$ cat src/rtl/alu_arb_pkg.sv
// Shared types and ALU encodings for the two-requester ALU arbiter.
// Pure declarations: no latency, no flow control.
// Consumed by alu_rr_pick, alu_share_arbiter and their bench.
package alu_arb_pkg;

  typedef enum logic [1:0] {
    IDLE = 2'd0,
    EXEC = 2'd1,
    RESP = 2'd2
  } state_t;

  localparam logic [1:0] ALUOP_ADD   = 2'b00;
  localparam logic [1:0] ALUOP_SUB   = 2'b01;
  localparam logic [1:0] ALUOP_FUNCT = 2'b10;

  localparam logic [2:0] FUNCT3_ADD = 3'b000;
  localparam logic [2:0] FUNCT3_SLT = 3'b010;
  localparam logic [2:0] FUNCT3_OR  = 3'b110;
  localparam logic [2:0] FUNCT3_AND = 3'b111;

endpackage

$ cat src/rtl/alu_rr_pick.sv
// Two-way round-robin picker: one-hot grant from valid, rr_ptr breaks ties.
// Latency: combinational.
// Backpressure: none; the caller decides when the grant is honoured.
module alu_rr_pick (
  input  logic [1:0] valid,
  input  logic       rr_ptr,
  output logic [1:0] gnt
);

  always_comb begin
    gnt = 2'b00;
    if (valid == 2'b11) begin
      gnt = rr_ptr ? 2'b10 : 2'b01;
    end else begin
      gnt = valid;
    end
  end

endmodule

$ cat src/rtl/alu_share_arbiter.sv
// Time-shares one external ALU between two requesters; optional grant counters under ALU_ARB_STATS_EN.
// Latency: grant at edge N, registered result valid after edge N+2; one operation in flight.
// Backpressure: result is held in RESP until the owner's resp_ready; no new grants meanwhile.
module alu_share_arbiter
  import alu_arb_pkg::*;
#(
  parameter int DATA_W = 32,
  parameter int CNT_W  = 16
) (
  input  logic              clk,
  input  logic              rst,
  input  logic [1:0]        req_valid,
  output logic [1:0]        req_ready,
  input  logic [DATA_W-1:0] req0_srca,
  input  logic [DATA_W-1:0] req0_srcb,
  input  logic [2:0]        req0_funct3,
  input  logic [1:0]        req0_aluop,
  input  logic [DATA_W-1:0] req1_srca,
  input  logic [DATA_W-1:0] req1_srcb,
  input  logic [2:0]        req1_funct3,
  input  logic [1:0]        req1_aluop,
  output logic [1:0]        resp_valid,
  input  logic [1:0]        resp_ready,
  output logic [DATA_W-1:0] resp_result,
  output logic              resp_zero,
  output logic [DATA_W-1:0] alu_srca,
  output logic [DATA_W-1:0] alu_srcb,
  output logic [2:0]        alu_funct3,
  output logic [1:0]        alu_aluop,
  input  logic [DATA_W-1:0] alu_result,
  input  logic              alu_zero
`ifdef ALU_ARB_STATS_EN
  ,
  output logic [CNT_W-1:0]  grant_cnt0,
  output logic [CNT_W-1:0]  grant_cnt1
`endif
);

  state_t            state, state_nxt;
  logic              rr_ptr;
  logic              owner;
  logic [DATA_W-1:0] op_srca, op_srcb;
  logic [2:0]        op_funct3;
  logic [1:0]        op_aluop;
  logic [1:0]        gnt;
  logic              grant_en;
  logic              resp_done;

  alu_rr_pick u_pick (
    .valid  (req_valid),
    .rr_ptr (rr_ptr),
    .gnt    (gnt)
  );

  assign grant_en  = |req_ready;
  assign resp_done = (state == RESP) && resp_ready[owner];

  always_ff @(posedge clk) begin
    if (rst) begin
      state <= IDLE;
    end else begin
      state <= state_nxt;
    end
  end

  always_comb begin
    state_nxt = state;
    case (state)
      IDLE:    if (grant_en) state_nxt = EXEC;
      EXEC:    state_nxt = RESP;
      RESP:    if (resp_done) state_nxt = IDLE;
      default: state_nxt = IDLE;
    endcase
  end

  // rst gating keeps req_ready and the ALU bus quiet during the reset cycle itself.
  always_comb begin
    req_ready  = 2'b00;
    resp_valid = 2'b00;
    alu_srca   = '0;
    alu_srcb   = '0;
    alu_funct3 = 3'b000;
    alu_aluop  = 2'b00;
    case (state)
      IDLE: if (!rst) req_ready = gnt;
      EXEC: begin
        if (!rst) begin
          alu_srca   = op_srca;
          alu_srcb   = op_srcb;
          alu_funct3 = op_funct3;
          alu_aluop  = op_aluop;
        end
      end
      RESP:    resp_valid = owner ? 2'b10 : 2'b01;
      default: ;
    endcase
  end

  always_ff @(posedge clk) begin
    if (rst) begin
      rr_ptr      <= 1'b0;
      owner       <= 1'b0;
      op_srca     <= '0;
      op_srcb     <= '0;
      op_funct3   <= 3'b000;
      op_aluop    <= 2'b00;
      resp_result <= '0;
      resp_zero   <= 1'b0;
    end else begin
      if (grant_en) begin
        owner     <= req_ready[1];
        op_srca   <= req_ready[1] ? req1_srca   : req0_srca;
        op_srcb   <= req_ready[1] ? req1_srcb   : req0_srcb;
        op_funct3 <= req_ready[1] ? req1_funct3 : req0_funct3;
        op_aluop  <= req_ready[1] ? req1_aluop  : req0_aluop;
      end
      if (state == EXEC) begin
        resp_result <= alu_result;
        resp_zero   <= alu_zero;
      end
      // The pointer only moves once a result is consumed, so a served requester yields next tie.
      if (resp_done) begin
        rr_ptr <= ~owner;
      end
    end
  end

`ifdef ALU_ARB_STATS_EN
  always_ff @(posedge clk) begin
    if (rst) begin
      grant_cnt0 <= '0;
      grant_cnt1 <= '0;
    end else begin
      if (req_ready[0] && (grant_cnt0 != {CNT_W{1'b1}})) grant_cnt0 <= grant_cnt0 + 1'b1;
      if (req_ready[1] && (grant_cnt1 != {CNT_W{1'b1}})) grant_cnt1 <= grant_cnt1 + 1'b1;
    end
  end
`endif

endmodule

$ cat config.mk
export PLATFORM = sky130hd
export DESIGN_NAME = alu_share_arbiter
export DESIGN_NICKNAME = d
export VERILOG_FILES = /design/src/rtl/alu_arb_pkg.sv /design/src/rtl/alu_rr_pick.sv /design/src/rtl/alu_share_arbiter.sv
export SDC_FILE = /design/constraint.sdc
export NUM_CORES = 1
export LEC_CHECK = 0
export BUFFER_PORTS_ARGS = -buffer_cell sky130_fd_sc_hd__clkbuf_2
export CORE_MARGIN = 2
export CORE_UTILIZATION = 35
export CTS_CLUSTER_SIZE = 25
export DETAILED_ROUTE_END_ITERATION = 12
export GPL_TIMING_DRIVEN = 0
export PLACE_DENSITY = 0.68
export SYNTH_ARGS = -nofsm -noshare
export SYNTH_HDL_FRONTEND = slang
export SYNTH_SLANG_ARGS = --single-unit
$ cat constraint.sdc
create_clock -name clk -period 1.7 [get_ports clk]
set_input_delay 0.34 -clock clk [delete_from_list [all_inputs] [get_ports clk]]
set_output_delay 0.34 -clock clk [all_outputs]
set_load 0.005 [all_outputs]
==> metrics.csv, run 1 <==
metric;value;unit
maximum vdd ir drop;0.4778;mV
met3 usage;4.460;%
Worst slew margin;50.14;%
Critical Path Slowest Stage Cell;dfxtp_4;
Max Clk Rate;0.5156;GHz
Synth Area per Inst;8.395;µm²
first-pass GRT wire length;33570;µm
Worst EP required;1360;ps
Pins Over Slew Limit;0;
hold buffers post-CTS;0;
total track usage;23.92;%
violations in the final reports;setup timing;
CTS tree;built;
Yosys warnings;0;
vias in the first global route;6312;
H-tree depth;3;
drt drc;0;
R2R Setup Slk;-140;ps
R2R depth;9;
pin count of the biggest net entering global routing;18;
sequential fraction of the synthesis area;37.06;%
Placed Cells;1178;
global route hottest layer;met2;
clk_lat worst skew;360;ps
number of max-cap violations;0;
worst-path cell chain;and2b_2, buf_12, clkbuf_16, and3_4, buf_6;
flops & latches, synth;106;
root buf cell;clkbuf_16;
initial core utilization;35.91;%
Post-DRT Antenna Nets;0;
net count after synthesis;859;
clock sink total;106;
status;finished, violations left;
Finished Layout Cells;1228;
worst reg2reg endpoint;op_srcb[21]$_SDFFE_PP0P_;
critical path endpoint category;output pin;
CP Buf/Inv Count;3;
Die X-Extent;131.9;µm
diode count;0;
post-detail-place hpwl;15820;µm
routing usage on met2;39.44;%
startpoint types;register;
first drt pass iteration count;5;
Power Density;793.8;nW/µm²
Final nets;1184;
Worst Clk Skew;8.185;ps
maximum clock path buffer count;2;
setup_tns;-19380;ps
Fin. Hold Viols;0;
CTS Buf Count;9;
die footprint;17400;µm²
DR vias/cell;5.645;
RSZ-0062 raised after global routing;yes;
Routability Congestion;0.8508;
Synth Cell Area;5725;µm²
Cells after Synth;682;
leakage power;3.865;nW
initial antenna violation count;1;
synth unique cells;29;
layout cells sized above 1;51.28;%
Hold Path Depth;3;
Worst-Margin Slew;748.0;ps
# rows;46;
GR Overflow Total;0;
routed wire length;23520;µm
Critical R2R Launch;state[1]$_SDFFE_PP0P_;
hold_sp;alu_result[27];
WHS Endpoint;resp_result[27]$_SDFFE_PP0P_;
PortBufs;280;
clock slew at reported path FFs;80;ps
CP peak stage delay;380;ps
vias after detailed routing;6932;
worst min path class;in -> reg;
die height;131.9;µm
crit-path max FO;8;
initial DRC count;480;
Layout area overhead;60.53;%
setup ws final;-239.5;ps
Final Setup Violations;140;
core region area;15940;µm²
GRT met1 Usage;31.38;%
Routed wire per std cell;19.16;µm
worst endpoint data arrival time;1600;ps
I/O Pins;283;
Crit Path Category;reg -> out;
Top delay family on crit path;simple AND/OR/NAND/NOR gates;
post-layout min period;1940;ps
period utilization;114.1;%
[where the power goes]
group	internal (W)	switching, W
sequential	0.00271	0.000134
combinational	0.00111	0.00118
clock	0.00115	0.00101
total	0.00497	0.00233
[per-layer routing]
layer / share of wire, % / vias up
met5: 0.051 / -
li1: - / 3304
met2: 48 / 327
met3: 6.6 / 46
met4: 2.6 / 2
met1: 43 / 3253
[cell families (layout without fill, tap and decap cells)]
kind of cell	Yosys count	count (layout)	share of synthesized area, %
compound gates	244	244	30.75
buf+inv	108	438	10.10
flops	106	106	37.06
mux	1	1	0.1748
simple gates	223	223	21.92
[through the flow]
| step | power, W | util, % | cell area (µm²) | hold slack [ps] | setup WS [ps] |
|---|---|---|---|---|---|
| final | 0.007296 | 57.65 | 9191 | 196.9 | -239.5 |
| after global routing | 0.007597 | 57.65 | 9191 | 200.4 | -253.6 |
| after CTS | 0.006842 | 50.89 | 8114 | 194.0 | -310.1 |
| after detailed placement | 0.004526 | 46.40 | 7397 | 447.3 | -685.8 |
| after global placement | 0.004510 | 46.40 | 7397 | 440.6 | -628.6 |
| after floorplan | 0.003878 | - | 5725 | 452.7 | 90.75 |
[synthesized netlist by cell type]
cell type / instances / area [µm²]
and3b_1: 2 / 17.52
nor3b_1: 1 / 7.510
o21bai_1: 1 / 7.510
or3_4: 1 / 11.26
nand2b_1: 2 / 12.51
buf_2: 27 / 135.1
or2_0: 1 / 6.260
o31ai_2: 19 / 237.7
buf_4: 3 / 22.52
nand4_1: 69 / 431.7
nor3_4: 2 / 32.53
a21oi_1: 104 / 520.5
clkbuf_1: 59 / 221.5
a311oi_1: 68 / 595.6
a311oi_2: 1 / 15.01
mux2i_1: 1 / 10.01
nor2b_1: 1 / 6.260
inv_1: 1 / 3.750
nand2_1: 69 / 259.0
dfxtp_1: 106 / 2122
and2b_1: 1 / 7.510
and3_1: 70 / 437.9
buf_6: 17 / 191.4
and2_1: 1 / 6.260
a31o_2: 1 / 8.760
nor2_1: 1 / 3.750
o31ai_1: 50 / 375.4
nand3b_1: 2 / 15.01
inv_2: 1 / 3.750
[sequential cells by signal, indices dropped and copies added, names as in the netlist]
signal and flops:
op_srca 32, resp_result 32, state 2, owner 1, resp_zero 1, rr_ptr 1, op_srcb 32, op_aluop 2
op_funct3 3
[worst min-delay path: cells and delay by family]
kind / cells / cell delay [ps]
compound gates: 1 / 50
buf+inv: 1 / 80
simple gates: 1 / 40
[cell usage in the layout (no fill, tap or decap), drive strengths merged, types with 4 or more instances in the layout]
master  synthesis  final
dfxtp         106    106
buf            47    108
clkbuf         59    322
and3           70     70
nand2          69     69
o31ai          69     69
inv             2      4
a311oi         69     69
a21oi         104    104
nand4          69     69
[area by class of cell]
type                            count  area, µm²
Fill cell                        1451       6751
Multi-Input combinational cell    468       3451
Timing Repair Buffer              318       2198
Sequential cell                   106       2128
Buffer                            102      842.1
Tap cell                          216      270.3
Clock buffer                       10      229.0
Clock inverter                      6      65.06
Inverter                            2      7.507
[timing repair]
item | 4_1_cts | 5_1_grt
pin swaps | 14 | 107
setup buffers | 15 | 5
resized for setup | 83 | 193
cloned | 2 | 17
setup endpoints to repair | 123 | 169
endpoints found under the hold margin | 0 | 0
[worst max path at each step]
stage | from | end | cells past startpoint
final | state[1]$_SDFFE_PP0P_ | alu_srcb[11] | 5
after global routing | state[1]$_SDFFE_PP0P_ | alu_srcb[22] | 5
after CTS | state[1]$_SDFFE_PP0P_ | alu_srca[4] | 6
after detailed placement | state[1]$_SDFFE_PP0P_ | alu_srcb[7] | 6
after global placement | state[1]$_SDFFE_PP0P_ | alu_srcb[11] | 6
after floorplan | rst | req_ready[1] | 5
Note: power is estimated with default switching activity, not from simulation.
==> run 2, diff against run 1 <==
- ABC_AREA: unset -> 1
==> metrics.csv, run 2 <==
metric;value;unit;change
Async SR Flop Fraction;0;%;unchanged
pin count of the biggest net entering global routing;20;;+2
CTS Buf Count;9;;unchanged
top flop regs;op_srca: 32 flops, op_srcb: 32 flops, resp_result: 32 flops;;
leading cell type in the layout, fill and taps excluded;nor2_1;;
largest family of logic cells by synthesized area;simple AND/OR/NAND/NOR gates;;
vias in the first global route;5801;;-8.1%
most frequent cell after synthesis;nor2_1;;
area share of the largest cell type after synthesis;37.32;%;+0.25 points
DR vias/cell;4.330;;-23%
initial core utilization;35.80;%;-0.11 points
Synth Area in Compound Gates;3.124;%;-28 points
die height;131.5;µm;-0.33%
crit-path max FO;5;;-3
Power Density;800.6;nW/µm²;+0.86%
Post-Layout Inst Area;8474;µm²;-7.8%
flops & latches, synth;106;;unchanged
drt drc;0;;unchanged
Pins Over Slew Limit;0;;unchanged
startpoint types;register;;
Worst slew margin;64.70;%;+15 points
worst min path class;in -> reg;;
Fin. Hold Viols;0;;unchanged
register area;2127;µm²;about the same
mux share of post-synthesis cell area;0;%;-0.17 points
violations in the final reports;setup timing;;
number of fillers in the final layout;1653;;+14%
maximum clock path buffer count;2;;unchanged
CTS tree;built;;
dpl ws;-300.3;ps;+385.5 ps
Worst-Margin Slew;529.5;ps;-218.4 ps
GR Overflow Total;0;;unchanged
net count after synthesis;1166;;+36%
Worst Clk Skew;5.910;ps;-2.274 ps
most frequent cells in the layout;nor2_1 (283), clkbuf_2 (248), nand2_1 (216), inv_1 (144), dfxtp_1 (104);;
die footprint;17280;µm²;-0.66%
EDFF count, synth;0;;unchanged
I/O Pins;283;;unchanged
initial antenna violation count;0;;-1
setup ws final;-73.07;ps;+166.5 ps
worst endpoint data arrival time;1430;ps;-170 ps
period utilization;104.3;%;-9.8 points
status;finished, violations left;;
H-tree depth;3;;unchanged
core region area;15890;µm²;-0.36%
sequential fraction of the synthesis area;37.32;%;+0.25 points
Die X-Extent;131.5;µm;-0.33%
Routability Congestion;0.8629;;+1.4%
Multi-input gate area;3109;µm²;-9.9%
Finished Layout Cells;1516;;+23%
Post-Synth XOR/XNOR Area;0;%;unchanged
adder-cell area share of the yosys netlist;0;%;unchanged
final core occ;53.35;%;-4.3 points
Max Clk Rate;0.5640;GHz;+9.4%
critical path endpoint category;output pin;;
Final nets;1473;;+24%
clock slew at reported path FFs;70;ps;about the same
diode count;0;;unchanged
first-pass GRT wire length;28460;µm;-15%
clock sink total;106;;unchanged
RSZ-0062 raised after global routing;yes;;
vias after detailed routing;6564;;-5.3%
Worst EP required;1360;ps;about the same
initial DRC count;206;;-57%
Crit Path Category;reg -> out;;
largest cells by area after synthesis;dfxtp_1 (37%), nor2_1 (23%), nand2_1 (14%), inv_1 (9.7%), nand3_1 (6.2%);;
cell area after placement;7368;µm²;-0.39%
Synth Area per Inst;5.750;µm²;-32%
leakage power;4.746;nW;+23%
Cells after Synth;989;;+45%
synth unique cells;17;;-41%
maximum vdd ir drop;0.4563;mV;-4.5%
# rows;46;;unchanged
Commonest cells post-synth;nor2_1 (347), nand2_1 (218), inv_1 (147), dfxtp_1 (106), nand3_1 (71);;
first drt pass iteration count;4;;-1
post-layout min period;1773;ps;-166.5 ps
number of max-cap violations;0;;unchanged
Final Setup Violations;63;;-55%
layout cells sized above 1;33.00;%;-18 points
total track usage;20.41;%;-3.5 points
Synth Cell Area;5687;µm²;-0.68%
PortBufs;282;;+0.71%
Fin Hold WS;248.0;ps;+51.06 ps
clk_lat worst skew;350;ps;about the same
Placed Cells;1487;;+26%
ys flop type;dfxtp_1;;
root buf cell;clkbuf_16;;
post-synthesis simple-gate area fraction;44.03;%;+22 points
Yosys warnings;0;;unchanged
area leader, netlist;dfxtp_1;;
Layout area overhead;49.02;%;
routed wire length;18980;µm;-19%
post-detail-place hpwl;13760;µm;-13%
Post-DRT Antenna Nets;0;;unchanged
Routed wire per std cell;12.52;µm;-35%
## run 2: logic make-up after synthesis
kind of cell	after synthesis
and+or+nand+nor	639
AOI/OAI and AO/OA	35
buffers and inverters	209
DFF	106
## run 2: layout make-up
class | count | area share [%]
Multi-Input combinational cell | 676 | 36.69
Tap cell | 216 | 3.189
Inverter | 148 | 6.747
Buffer | 60 | 5.138
Timing Repair Buffer | 295 | 20.04
Clock inverter | 4 | 0.3543
Clock buffer | 11 | 2.746
Sequential cell | 106 | 25.10
## run 2: power breakdown
part           total (W)  internal, W  switching [W]
Sequential       0.00288      0.00278       0.000101
Clock            0.00192     0.000990       0.000929
Combinational    0.00199     0.000844        0.00114
## run 2: final timing paths
path	startpoint	to	slack (ps)	depth (start not counted)
worst max-delay path	state[1]$_SDFFE_PP0P_	alu_srcb[5]	-70	7
worst min-delay path	rst	rr_ptr$_SDFFE_PP0P_	250	2
worst min register to register	resp_result[18]$_SDFFE_PP0P_	resp_result[18]$_SDFFE_PP0P_	480	2
worst max register to register	rr_ptr$_SDFFE_PP0P_	op_srca[7]$_SDFFE_PP0P_	90	7
## run 2: timing repair
action | in CTS | in global routing
hold buffers | 0 | 0
gates cloned | 1 | 7
pin swaps | 1 | 4
gates resized for setup | 63 | 138
setup buffers | 3 | 4
setup endpoints to repair | 71 | 79
## run 2: worst max-delay path: stages, from the launching register on
cell       delay (ps)
dfxtp_2           360
inv_2              60
nand2_4           100
clkinv_8          100
nand2_8           130
clkbuf_16         170
nor2_1             40
buf_2             120
## run 2: stage by stage
stage | power, W | TNS [ps]
5_1_grt | 0.007209 | -6651
2_1_floorplan | 0.003989 | 0
6_report | 0.006785 | -2020
4_1_cts | 0.006652 | -5578
3_5_place_dp | 0.004602 | -16300
3_3_place_gp | 0.004574 | -16150
## run 2: layer usage
metal,GRT usage (%),up-vias,part of all wire (%)
met2,35.63,215,48
met4,6.280,0,1.5
li1,-,3512,-
met5,0,-,0
met1,25.14,2817,43
met3,4.282,20,6.7
